$ cat config.mk
export PLATFORM = sky130hd
export DESIGN_NAME = wb_arbiter_flat
export DESIGN_NICKNAME = d
export VERILOG_FILES = /design/src/rtl/wb_arbiter_pkg.sv /design/src/rtl/wb_arbiter_if.sv /design/src/rtl/wb_arbiter_fifo.sv /design/src/rtl/wb_arbiter.sv /design/src/flat_wrapper.sv
export SDC_FILE = /design/constraint.sdc
export NUM_CORES = 1
export LEC_CHECK = 0
export ABC_AREA = 1
export CORE_MARGIN = 4
export CORE_UTILIZATION = 58
export DETAILED_ROUTE_END_ITERATION = 8
export DONT_BUFFER_PORTS = 1
export PLACE_DENSITY = 0.85
export SYNTH_ARGS = -nofsm -noshare
export SYNTH_HDL_FRONTEND = slang
export SYNTH_HIERARCHICAL = 1
export SYNTH_SLANG_ARGS = --single-unit
$ cat constraint.sdc
create_clock -name clk -period 3.35 [get_ports clk]
set_input_delay 0.5025 -clock clk [delete_from_list [all_inputs] [get_ports clk]]
set_output_delay 0.5025 -clock clk [all_outputs]
set_load 0.1 [all_outputs]
$ cat src/rtl/wb_arbiter_pkg.sv
// Shared types and constants for the writeback arbiter: entry layout {float, addr, data},
// GPR zero address and source-select encoding.
package wb_arbiter_pkg;

    localparam int         WB_ENTRY_W = 38;
    localparam logic [4:0] GPR_ZERO   = 5'd0;

    typedef struct packed {
        logic        flt;
        logic [4:0]  addr;
        logic [31:0] data;
    } wb_entry_t;

    typedef enum logic [1:0] {
        SRC_NONE = 2'd0,
        SRC_MEM  = 2'd1,
        SRC_FIFO = 2'd2,
        SRC_ALU  = 2'd3
    } wb_src_e;

    // GPR r0 is hardwired; writes to it are meaningless. FPR f0 is a real register.
    function automatic logic is_gpr_zero(input logic flt, input logic [4:0] addr);
        return !flt && (addr == GPR_ZERO);
    endfunction

endpackage

$ cat src/rtl/wb_arbiter_if.sv
// Bus bundle between the ALU/memory stages, the register-file write port and the
// forwarding query port of wb_arbiter.
interface wb_arbiter_if;
    logic        alu_enable;
    logic [4:0]  alu_addr;
    logic [31:0] alu_data;
    logic        alu_float;
    logic        mem_enable;
    logic [4:0]  mem_addr;
    logic [31:0] mem_data;
    logic        mem_float;
    logic        alu_stall;
    logic        wb_enable;
    logic [4:0]  wb_addr;
    logic [31:0] wb_data;
    logic        wb_float;
    logic        overflow;
    logic [4:0]  q_addr;
    logic        q_float;
    logic        q_hit;
    logic [31:0] q_data;

    modport master (
        output alu_enable, alu_addr, alu_data, alu_float,
        output mem_enable, mem_addr, mem_data, mem_float,
        output q_addr, q_float,
        input  alu_stall, wb_enable, wb_addr, wb_data, wb_float, overflow,
        input  q_hit, q_data
    );

    modport slave (
        input  alu_enable, alu_addr, alu_data, alu_float,
        input  mem_enable, mem_addr, mem_data, mem_float,
        input  q_addr, q_float,
        output alu_stall, wb_enable, wb_addr, wb_data, wb_float, overflow,
        output q_hit, q_data
    );
endinterface

$ cat src/rtl/wb_arbiter_fifo.sv
// In-order holding FIFO for deferred ALU results; also presents its contents
// oldest-to-youngest so the parent can scan them for forwarding.
module wb_fifo
    import wb_arbiter_pkg::*;
#(
    parameter  int DEPTH = 4,
    localparam int AW    = $clog2(DEPTH),
    localparam int CW    = AW + 1
) (
    input  logic             clk,
    input  logic             reset,
    input  logic             push_i,
    input  logic             pop_i,
    input  wb_entry_t        din_i,
    output wb_entry_t        head_o,
    output logic [CW-1:0]    count_o,
    output logic             full_o,
    output logic             empty_o,
    output wb_entry_t        ent_o [DEPTH],
    output logic [DEPTH-1:0] vld_o
);

    logic [WB_ENTRY_W-1:0] mem_q [DEPTH];
    logic [AW-1:0]         rptr_q, wptr_q;
    logic [CW-1:0]         count_q;
    logic                  pop_ok, push_ok;

    assign empty_o = (count_q == '0);
    assign full_o  = (count_q == CW'(DEPTH));
    assign count_o = count_q;
    assign head_o  = wb_entry_t'(mem_q[rptr_q]);

    assign pop_ok  = pop_i && !empty_o;
    // A full FIFO still accepts a push when the head leaves in the same cycle.
    assign push_ok = push_i && (!full_o || pop_ok);

    always_ff @(posedge clk) begin
        if (!reset) begin
            rptr_q  <= '0;
            wptr_q  <= '0;
            count_q <= '0;
        end else begin
            if (push_ok) wptr_q <= wptr_q + 1'b1;
            if (pop_ok)  rptr_q <= rptr_q + 1'b1;
            count_q <= count_q + CW'(push_ok) - CW'(pop_ok);
        end
    end

    always_ff @(posedge clk) begin
        if (push_ok) mem_q[wptr_q] <= din_i;
    end

    always_comb begin
        for (int i = 0; i < DEPTH; i++) begin
            ent_o[i] = wb_entry_t'(mem_q[rptr_q + AW'(i)]);
            vld_o[i] = (CW'(i) < count_q);
        end
    end

endmodule

$ cat src/rtl/wb_arbiter.sv
// Writeback arbiter: merges load results and ALU results onto one register-file write port.
// Optional macro WB_FWD_EN enables the forwarding query against pending ALU results.
module wb_arbiter
    import wb_arbiter_pkg::*;
#(
    parameter int DEPTH     = 4,
    parameter int STALL_LVL = 3
) (
    input logic         clk,
    input logic         reset,
    wb_arbiter_if.slave bus
);

    localparam int CW = $clog2(DEPTH) + 1;

    wb_entry_t        alu_ent, mem_ent, head_ent, sel_ent;
    wb_entry_t        fwd_ent [DEPTH];
    logic [DEPTH-1:0] fwd_vld;
    logic             alu_vld, mem_vld;
    logic             push_req, fifo_push, fifo_pop, fifo_full, fifo_empty;
    logic [CW-1:0]    fifo_count, count_nxt;
    wb_src_e          sel;

    wb_entry_t wb_q, wb_d;
    logic      wb_en_q, wb_en_d;
    logic      stall_q, stall_d;
    logic      ovf_q, ovf_d;
    logic        q_hit;
    logic [31:0] q_data;

    assign alu_ent = '{flt: bus.alu_float, addr: bus.alu_addr, data: bus.alu_data};
    assign mem_ent = '{flt: bus.mem_float, addr: bus.mem_addr, data: bus.mem_data};
    assign alu_vld = bus.alu_enable && !is_gpr_zero(bus.alu_float, bus.alu_addr);
    assign mem_vld = bus.mem_enable && !is_gpr_zero(bus.mem_float, bus.mem_addr);

    // Loads are never stalled, so they always win; queued ALU results go before new ones.
    always_comb begin
        sel     = SRC_NONE;
        sel_ent = wb_q;
        if (mem_vld) begin
            sel     = SRC_MEM;
            sel_ent = mem_ent;
        end else if (!fifo_empty) begin
            sel     = SRC_FIFO;
            sel_ent = head_ent;
        end else if (alu_vld) begin
            sel     = SRC_ALU;
            sel_ent = alu_ent;
        end
    end

    assign push_req  = alu_vld && (sel != SRC_ALU);
    assign fifo_pop  = (sel == SRC_FIFO);
    assign fifo_push = push_req && (!fifo_full || fifo_pop);
    assign count_nxt = fifo_count + CW'(fifo_push) - CW'(fifo_pop);

    wb_fifo #(.DEPTH(DEPTH)) u_fifo (
        .clk     (clk),
        .reset   (reset),
        .push_i  (fifo_push),
        .pop_i   (fifo_pop),
        .din_i   (alu_ent),
        .head_o  (head_ent),
        .count_o (fifo_count),
        .full_o  (fifo_full),
        .empty_o (fifo_empty),
        .ent_o   (fwd_ent),
        .vld_o   (fwd_vld)
    );

    always_comb begin
        wb_en_d = (sel != SRC_NONE);
        wb_d    = sel_ent;
        stall_d = (count_nxt >= CW'(STALL_LVL));
        ovf_d   = ovf_q | (push_req && fifo_full && !fifo_pop);
    end

    always_ff @(posedge clk) begin
        if (!reset) begin
            wb_q    <= '0;
            wb_en_q <= 1'b0;
            stall_q <= 1'b0;
            ovf_q   <= 1'b0;
        end else begin
            wb_q    <= wb_d;
            wb_en_q <= wb_en_d;
            stall_q <= stall_d;
            ovf_q   <= ovf_d;
        end
    end

`ifdef WB_FWD_EN
    // Scan oldest to youngest so the last match is the most recent value.
    always_comb begin
        q_hit  = 1'b0;
        q_data = '0;
        for (int i = 0; i < DEPTH; i++) begin
            if (fwd_vld[i] && (fwd_ent[i].addr == bus.q_addr) && (fwd_ent[i].flt == bus.q_float)
                && !is_gpr_zero(bus.q_float, bus.q_addr)) begin
                q_hit  = 1'b1;
                q_data = fwd_ent[i].data;
            end
        end
    end
`else
    logic unused_fwd;
    always_comb begin
        unused_fwd = ^{bus.q_addr, bus.q_float, fwd_vld};
        for (int i = 0; i < DEPTH; i++) unused_fwd = unused_fwd ^ (^fwd_ent[i]);
    end
    assign q_hit  = 1'b0;
    assign q_data = '0;
`endif

    assign bus.wb_enable = wb_en_q;
    assign bus.wb_addr   = wb_q.addr;
    assign bus.wb_data   = wb_q.data;
    assign bus.wb_float  = wb_q.flt;
    assign bus.alu_stall = stall_q;
    assign bus.overflow  = ovf_q;
    assign bus.q_hit     = q_hit;
    assign bus.q_data    = q_data;

endmodule

$ cat src/flat_wrapper.sv
// flat-port wrapper written by rule: the top's interface ports become plain ports
module wb_arbiter_flat import wb_arbiter_pkg::*;
#(
    parameter int DEPTH     = 4,
    parameter int STALL_LVL = 3
)
  (clk, reset, bus_alu_enable, bus_alu_addr, bus_alu_data, bus_alu_float, bus_mem_enable, bus_mem_addr, bus_mem_data, bus_mem_float, bus_q_addr, bus_q_float, bus_alu_stall, bus_wb_enable, bus_wb_addr, bus_wb_data, bus_wb_float, bus_overflow, bus_q_hit, bus_q_data);
  wb_arbiter_if bus_i ();
  input logic clk;
  input logic reset;
  input wire logic [$bits(bus_i.alu_enable)-1:0] bus_alu_enable;
  input wire logic [$bits(bus_i.alu_addr)-1:0] bus_alu_addr;
  input wire logic [$bits(bus_i.alu_data)-1:0] bus_alu_data;
  input wire logic [$bits(bus_i.alu_float)-1:0] bus_alu_float;
  input wire logic [$bits(bus_i.mem_enable)-1:0] bus_mem_enable;
  input wire logic [$bits(bus_i.mem_addr)-1:0] bus_mem_addr;
  input wire logic [$bits(bus_i.mem_data)-1:0] bus_mem_data;
  input wire logic [$bits(bus_i.mem_float)-1:0] bus_mem_float;
  input wire logic [$bits(bus_i.q_addr)-1:0] bus_q_addr;
  input wire logic [$bits(bus_i.q_float)-1:0] bus_q_float;
  output wire logic [$bits(bus_i.alu_stall)-1:0] bus_alu_stall;
  output wire logic [$bits(bus_i.wb_enable)-1:0] bus_wb_enable;
  output wire logic [$bits(bus_i.wb_addr)-1:0] bus_wb_addr;
  output wire logic [$bits(bus_i.wb_data)-1:0] bus_wb_data;
  output wire logic [$bits(bus_i.wb_float)-1:0] bus_wb_float;
  output wire logic [$bits(bus_i.overflow)-1:0] bus_overflow;
  output wire logic [$bits(bus_i.q_hit)-1:0] bus_q_hit;
  output wire logic [$bits(bus_i.q_data)-1:0] bus_q_data;
  assign bus_i.alu_enable = bus_alu_enable;
  assign bus_i.alu_addr = bus_alu_addr;
  assign bus_i.alu_data = bus_alu_data;
  assign bus_i.alu_float = bus_alu_float;
  assign bus_i.mem_enable = bus_mem_enable;
  assign bus_i.mem_addr = bus_mem_addr;
  assign bus_i.mem_data = bus_mem_data;
  assign bus_i.mem_float = bus_mem_float;
  assign bus_i.q_addr = bus_q_addr;
  assign bus_i.q_float = bus_q_float;
  assign bus_alu_stall = bus_i.alu_stall;
  assign bus_wb_enable = bus_i.wb_enable;
  assign bus_wb_addr = bus_i.wb_addr;
  assign bus_wb_data = bus_i.wb_data;
  assign bus_wb_float = bus_i.wb_float;
  assign bus_overflow = bus_i.overflow;
  assign bus_q_hit = bus_i.q_hit;
  assign bus_q_data = bus_i.q_data;
  wb_arbiter #(.DEPTH(DEPTH), .STALL_LVL(STALL_LVL)) u_core (.clk(clk), .reset(reset), .bus(bus_i));
endmodule
* Word level (Yosys, flattened, before mapping)
Memories as Yosys holds them, arrays and structs flattened. A register that Yosys moved wholly into a read port is not among the register bits.
Cells that the tools add are included.
** Storage, ports and cells
- Register bits after elaboration :: 48
- Bits in writable memories :: 152
- Word-level logic and storage cells :: 55
- Memories kept :: 1
** Operators by class
- Add/sub/neg operators :: 6
- $lt $le $gt $ge :: 1
- Equal/unequal tests :: 4
- Mux-type cells :: 10
- Bitwise logic cells :: 1
- Reduce and logical (&&, ||, !) cells :: 23
** Memory list
- u_core.u_fifo.mem_q :: words 4, width 38, read ports 1, clocked after memory_dff 1, wr ports 1, line wb_arbiter_fifo.sv:23 : logic [WB_ENTRY_W-1:0] mem_q [DEPTH];
** Operators with widths (number)
- $mux 38 :: 3
- $logic_and 1x1->1 :: 10
- $logic_not 5->1 :: 2
- $mux 2 :: 5
- $logic_not 1->1 :: 7
- $add 3x1->3 :: 2
- $sub 3x1->3 :: 2
- $add 2x1->2 const B :: 2
- $eq 3x3->1 const B :: 1
- $ge 3x2->1 const B :: 1
- $logic_not 3->1 :: 1
- $ne 3x1->1 const B :: 1
- $eq 2x2->1 const B :: 1
- $logic_or 1x1->1 :: 2
- $mux 1 :: 2
- $ne 2x2->1 const B :: 1
- $reduce_bool 2->1 :: 1
- $or 1x1->1 :: 1

* Depth between registers and ports, before layout
Gate-level depths: netlist of run 1.
- Depth in word-level cells :: 13
- Mapped depth :: 16
- Gate-level depth less buffers :: 15

* Hierarchy
The synthesis of run 1 kept the hierarchy.
** By module, submodules not included
- wb_fifo :: times used 1, cells an instance 1029, area an instance 9021.2 µm², seq. area each 4744.6 µm²
- wb_arbiter :: times used 1, cells an instance 449, area an instance 2725.1 µm², seq. area each 820.8 µm²

* Worst setup path after synthesis of run 1
No wires, ideal clock.
- Path type :: register to register
- Start :: register u_core.u_fifo.count_q[1], in the netlist u_core/u_fifo/count_o[1]
- End :: memory u_core.u_fifo.mem_q[0][0] (enable)
- Data arrival time :: 3.216 ns
- Setup slack :: -0.300 ns
- Stages on the path, launching flop included :: 10
- Buffers on the path :: 1
- Path through :: dfxtp_1 -> nor2_1 -> nand2_1 -> inv_1 -> inv_1 -> clkbuf_1 -> a21boi_0 -> nor2_1 -> nand2_1 -> nor2_1
** Between the ends
- Longest elaborated chain between the ends :: 9
- Elaborated cells on any way between the ends :: 16
** Ends and longest elaborated chain
- start: declaration :: line wb_arbiter_fifo.sv:25 : logic [CW-1:0] count_q;
- start signal: assignment :: line wb_arbiter_fifo.sv:45 : count_q <= count_q + CW'(push_ok) - CW'(pop_ok);
- $logic_not 3->1 (*) :: line wb_arbiter_fifo.sv:28 : assign empty_o = (count_q == '0);
- net u_core.fifo_empty :: line wb_arbiter.sv:20 : logic push_req, fifo_push, fifo_pop, fifo_full, fifo_empty;
- $mux 2 (*) :: line wb_arbiter.sv:43 : end else if (!fifo_empty) begin
- $mux 2 (*) :: line wb_arbiter.sv:40 : if (mem_vld) begin
- $ne 2x2->1 or $eq 2x2->1 (tied branches) :: line wb_arbiter.sv:52, wb_arbiter.sv:53
- $logic_and 1x1->1 or $logic_or 1x1->1 (tied branches) :: line wb_arbiter.sv:52, wb_arbiter.sv:54
- $logic_and 1x1->1 (*) :: line wb_arbiter.sv:54 : assign fifo_push = push_req && (!fifo_full || fifo_pop);
- net u_core.fifo_push :: line wb_arbiter.sv:20
- $logic_and 1x1->1 (*) :: line wb_arbiter_fifo.sv:35 : assign push_ok = push_i && (!full_o || pop_ok);
- $mux 1 (*) :: line wb_arbiter_fifo.sv:50 : if (push_ok) mem_q[wptr_q] <= din_i;
- $mux 1 (not written as such) (*) :: line wb_arbiter_fifo.sv:50
- end: declaration :: line wb_arbiter_fifo.sv:23
The timed path passes the listed nets; every way through them passes the cells marked *.

* Final worst setup path of run 1
- Start :: register u_core.u_fifo.count_q[2], in the netlist u_core/u_fifo/count_o[2]
- End :: memory u_core.u_fifo.mem_q[2][2] (enable)
The elaborated chain is that of the path after synthesis.

==> flow_summary.ini, run 1 <==
[clock_tree]
ctsRootBufferMaster = clkbuf_16
cts_tree = built
clock_latency_ps = 490
clk_pin_slew_ps = 60
clk_path_buf_depth = 3
cts_resized = 0
cts_made_buffers = 22
post_cts_buffers = 0
cts_hold_buf = 0
cts.sink_count = 202
htreeDepth = 1

[sta]
whs_ps = 98.8
tightest_slew_ps = 1050
period_minus_slack_ps = 2850
rsz0062_at_grt = no
max_freq_mhz = 351
skew_ps = 14.6
layout_setup_ws_ps = 500
timing.slew.headroom_pct = 29.7
hold_viol = 0
slew_viol_final = 0
setup_viol = 0
totalNegativeSetupSlack_ps = 0
fin_crit_sh_pct = 85.1

[layout]
final_nets = 970
drive_above_1_share_pct = 7.76
multi_input_comb_area_um2 = 2780
regArea_um2 = 5570
num_antenna_cells = 0
area_growth_pct = 5.56
n_fill_cell = 1204
final_area_um2 = 9630

[floorplan]
std_cell_rows = 45
initial_core_util_pct = 59.6
die_h_um = 133
die_area_um2 = 17800
io_pins = 160
core_area_um2 = 15300
die_width_um = 133

[pwr]
peakVddDrop_uv = 657
p_per_area_nw_per_um2 = 960
power.total_mw = 9.24
cellLeakagePower_nw = 3.78

[routing]
vias = 6194
routedWlPerCell_um = 17.6
drt-total-wl_mm = 19.4
ant_nets = 0
routed_via_density = 5.63
dr.pass1.iters = 5
drc = 0
drt_first_iter_violations = 464

[global_routing]
grt_pass1_vias = 6089
top_usage_layer = met2
globalRouteOverflowTotal = 0
grt_util_met1_pct = 26.8
grt_pass1_wl_mm = 30.7
grt_start_max_net_pins = 77
grtUsageTotal_pct = 21.4
use_met3_pct = 5.36
grtUsageMet2_pct = 36.1
antenna_found_initial = 0

[flow_run]
drv_cap = 0

[synth]
yosysWarnings = 6
netlist_instances = 928
syn_area_per_cell_um2 = 9.83
syn_area_um2 = 9120

[place]
pre_cts_slack_ps = 545
portBuffers = 0
place_congestion = 0.768
hpwlAfterDp_mm = 11.6
dpl_cell_area_um2 = 8880

[worst_setup_path]
start_kind = flop
criticalPathCategory = reg2reg
arrival_ps = 3000
crit_path_end_kind = flop
reg2reg_from = u_core/u_fifo/count_o[2]
startpoint = u_core/u_fifo/count_o[2]
cp_max_fo = 22
worst-endpoint-required_ps = 3500

[outcome]
status = completed

[worst_hold_path]
worstHoldStart = bus_alu_data[20]
hold_path.class = in2reg
==> placed cells by master, fill, tap and decap left out, types with 6 or more instances in the layout <==
cell type and n:
buf_4 18, clkbuf_16 23, conb_1 33, dfxtp_1 48
edfxtp_1 152, ha_1 8, inv_1 25, inv_2 6
nand2_1 134, nand3_1 82, nor2_1 168, o21ai_0 111
o22ai_1 38
==> stage by stage <==
stage / util [%] / cells
after floorplan: - / 960
after global placement: 58.0 / 1061
after detailed placement: 58.0 / 1061
after CTS: 62.9 / 1100
after global routing: 62.9 / 1100
final: 62.9 / 1100
==> layout make-up <==
type | instances | share of cell area (%)
clock inverter | 10 | 1.34
inverter | 31 | 1.21
sequential | 202 | 57.8
clock buffer | 29 | 6.42
timing repair buffer | 19 | 1.61
multi-input combinational | 598 | 28.8
tap | 211 | 2.74
==> worst paths after layout <==
check	slack, ps	depth (start not counted)	to
worst max-delay path	500	10	u_core/u_fifo/mem_q[2][2]
worst min-delay path	100	0	u_core/u_fifo/mem_q[2][20]
worst max register to register	500	10	u_core/u_fifo/mem_q[2][2]
worst min register to register	560	2	u_core/u_fifo/wptr_q[1]
==> registers in the layout, indices dropped and copies added (netlist names), named ones only <==
register / cells
u_core/u_fifo/mem_q: 152
u_core/bus.wb_data: 32
u_core/bus.wb_addr: 5
u_core/u_fifo/count_o: 3
u_core/u_fifo/rptr_q: 2
u_core/u_fifo/wptr_q: 2
u_core/bus.alu_stall: 1
u_core/bus.overflow: 1
u_core/bus.wb_enable: 1
u_core/bus.wb_float: 1
==> power by group <==
group	total [mW]	switching [mW]	internal, mW
sequential	4.47	1.31	3.16
clock	2.47	0.938	1.53
combinational	2.31	1.63	0.671
total	9.24	3.88	5.36
==> critical path: stages, from the launching register on <==
cell,delay [ps]
dfxtp_1,380
inv_1,90
nand2_1,110
inv_2,130
buf_4,250
a21oi_1,210
inv_1,50
nor2_1,380
nand2_1,350
nor2_4,170
buf_4,350
==> routing by layer <==
layer	vias to the layer above	share of wire [%]
li1	2950	-
met1	2896	39
met2	304	48
met3	44	10
met4	0	2.2
met5	-	0
Power figures use the tool's default switching activity.
==> run 2, diff against run 1 <==
Settings changed: ABC_CLOCK_PERIOD_IN_PS from default to 3350, CORE_UTILIZATION 58 to 60, CTS_BUF_LIST from default to sky130_fd_sc_hd__clkbuf_4 sky130_fd_sc_hd__clkbuf_8, PLACE_DENSITY 0.85 to 0.88.
==> run 2 against run 1 <==
Effect of this change: design area decreased by 0.65%; sequential power about the same; sequential share of layout area increased by 0.37 points; via count increased by 0.89%; power decreased by 1.8%; largest cell class unchanged; die area decreased by 3.1%; fmax decreased by 8.5%; critical path depth unchanged; count of clock-buffer cells in the layout increased by 27; core utilization increased by 2.2 points; first-iteration DRC count increased by 49%.
==> flow_summary.ini, run 2 (synthesis results as in run 1) <==
[worst_hold_path]
hold_end = u_core/u_fifo/mem_q[3][26]
holdPathStages = 0
hold_path.class = in2reg
worstHoldStart = bus_alu_data[26]

[global_routing]
grt_pass1_wl_mm = 31.2
globalRouteOverflowTotal = 0
grtUsageTotal_pct = 22.4
grt_start_max_net_pins = 77
antenna_found_initial = 0
grt_pass1_vias = 5986

[worst_setup_path]
cp_max_fo = 24
crit_chain = nor2_1, nand2_1, clkinv_1, inv_1, buf_4, a21boi_0, nor2_2, nand2_1, nor2_4, buf_4
arrival_ps = 3250
criticalPathCategory = reg2reg
crit_path_end_kind = flop
crit_path_max_incr_delay_ps = 410
r2r_cells = 10
start_kind = flop
r2r_slack_ps = 240
reg2reg_from = u_core/u_fifo/count_o[1]
critPathSlowestCell = dfxtp_1
worst-endpoint-required_ps = 3490
regToRegEndpoint = u_core/u_fifo/mem_q[0][13]

[layout]
num_antenna_cells = 0
n_fill_cell = 1110
largest_register_ffs = 152
drive_above_1_share_pct = 10.3
area_growth_pct = 4.87
final_nets = 983
layout_common_cells = 167 x nor2_1, 152 x edfxtp_1, 134 x nand2_1
regMostFlops = u_core/u_fifo/mem_q
final_common_cell = nor2_1
fin_util_pct = 65.1

[outcome]
status = completed

[routing]
routedWlPerCell_um = 18.2
ant_nets = 0
drc = 0
drt_first_iter_violations = 691
dr.pass1.iters = 5
routed_via_density = 5.70
drt-total-wl_mm = 19.9
vias = 6249

[floorplan]
io_pins = 160
die_area_um2 = 17200
initial_core_util_pct = 62.0
die_width_um = 131
die_h_um = 131
core_area_um2 = 14700
std_cell_rows = 44

[place]
place_congestion = 0.782
portBuffers = 0
hpwlAfterDp_mm = 11.6
pre_cts_slack_ps = 161

[sta]
fin_crit_sh_pct = 93.0
slew_viol_final = 0
period_minus_slack_ps = 3110
rsz0062_at_grt = no
tightest_slew_ps = 1040
setup_viol = 0
skew_ps = 27.8
max_freq_mhz = 321
layout_setup_ws_ps = 236
hold_viol = 0
timing.slew.headroom_pct = 30.9

[pwr]
p_per_area_nw_per_um2 = 949
cellLeakagePower_nw = 3.80
peakVddDrop_uv = 607

[clock_tree]
ctsRootBufferMaster = clkbuf_8
clock_latency_ps = 500
cts.sink_count = 202
clk_path_buf_depth = 3
cts_tree = built
clk_pin_slew_ps = 60
htreeDepth = 2
cts_made_buffers = 34

[flow_run]
drv_cap = 0
[run 2: cell types whose count changed in the layout (fill, tap and decap cells not counted), sizes merged]
| cell | previous run | this run |
|---|---|---|
| clkbuf | 29 | 56 |
| bufinv | 3 | 1 |
| clkinv | 6 | 4 |
| inv | 32 | 30 |
| buf | 19 | 20 |
| clkinvlp | 0 | 1 |
[run 2: metal layers]
metal	vias to the layer above	GRT usage, %	share of wire, %
met5	-	0	0
met4	0	8.81	2.5
met3	50	6.61	10
met2	307	35.8	46
met1	2912	29.3	41
li1	2980	-	-
[run 2: worst max path at each step]
| stage | start | end | slack [ps] | cells after the start |
|---|---|---|---|---|
| 2_1_floorplan | u_core/u_fifo/count_o[1] | u_core/u_fifo/mem_q[0][0] | -270 | 9 |
| 3_5_place_dp | u_core/u_fifo/count_o[1] | u_core/u_fifo/mem_q[0][33] | 160 | 10 |
| 4_1_cts | u_core/u_fifo/count_o[1] | u_core/u_fifo/mem_q[0][13] | 120 | 10 |
| 3_3_place_gp | u_core/u_fifo/count_o[1] | u_core/u_fifo/mem_q[0][4] | 290 | 10 |
| 6_report | u_core/u_fifo/count_o[1] | u_core/u_fifo/mem_q[0][13] | 240 | 10 |
| 5_1_grt | u_core/u_fifo/count_o[1] | u_core/u_fifo/mem_q[0][13] | 8 | 10 |
[run 2: worst max-delay path, delay by kind of cell, from the launching register on]
family	cells	cell delay [ps]
buffers and inverters	4	1170
AND/OR/NAND/NOR	5	970
flip-flops	1	410
AO/OA/AOI/OAI	1	200
[run 2: power breakdown]
group	switching [mW]	internal (mW)	total, mW
Clock	0.935	1.33	2.26
Sequential	1.32	3.16	4.47
Combinational	1.66	0.675	2.34
[run 2: per-stage QoR]
step	hold WS (ps)	instance area (um^2)	cells	TNS, ps	total power, mW
after detailed placement	550	8850	1035	0	6.83
after CTS	58.7	9560	1096	0	9.10
after global placement	539	8850	1035	0	6.73
after global routing	59.0	9560	1096	0	9.54
final	85.5	9560	1096	0	9.08
after floorplan	503	9240	960	-41530	6.64
[run 2: repair_timing]
action                                  4_1_cts  5_1_grt
buffers inserted                              0        0
endpoints found under the hold margin         0        0
resized for setup                             0        1
endpoints found under the setup margin        0      155
hold buffers                                  0        0
[run 2: layout make-up]
cell class,instances,area (um^2),area share (%)
clock inverters,5,50.0,0.523
multi-input cells,598,2770,29.0
flip-flops and latches,202,5570,58.2
inverters,31,116,1.22
well taps,184,230,2.41
clock buffers,56,664,6.95
repair buffers,20,163,1.70
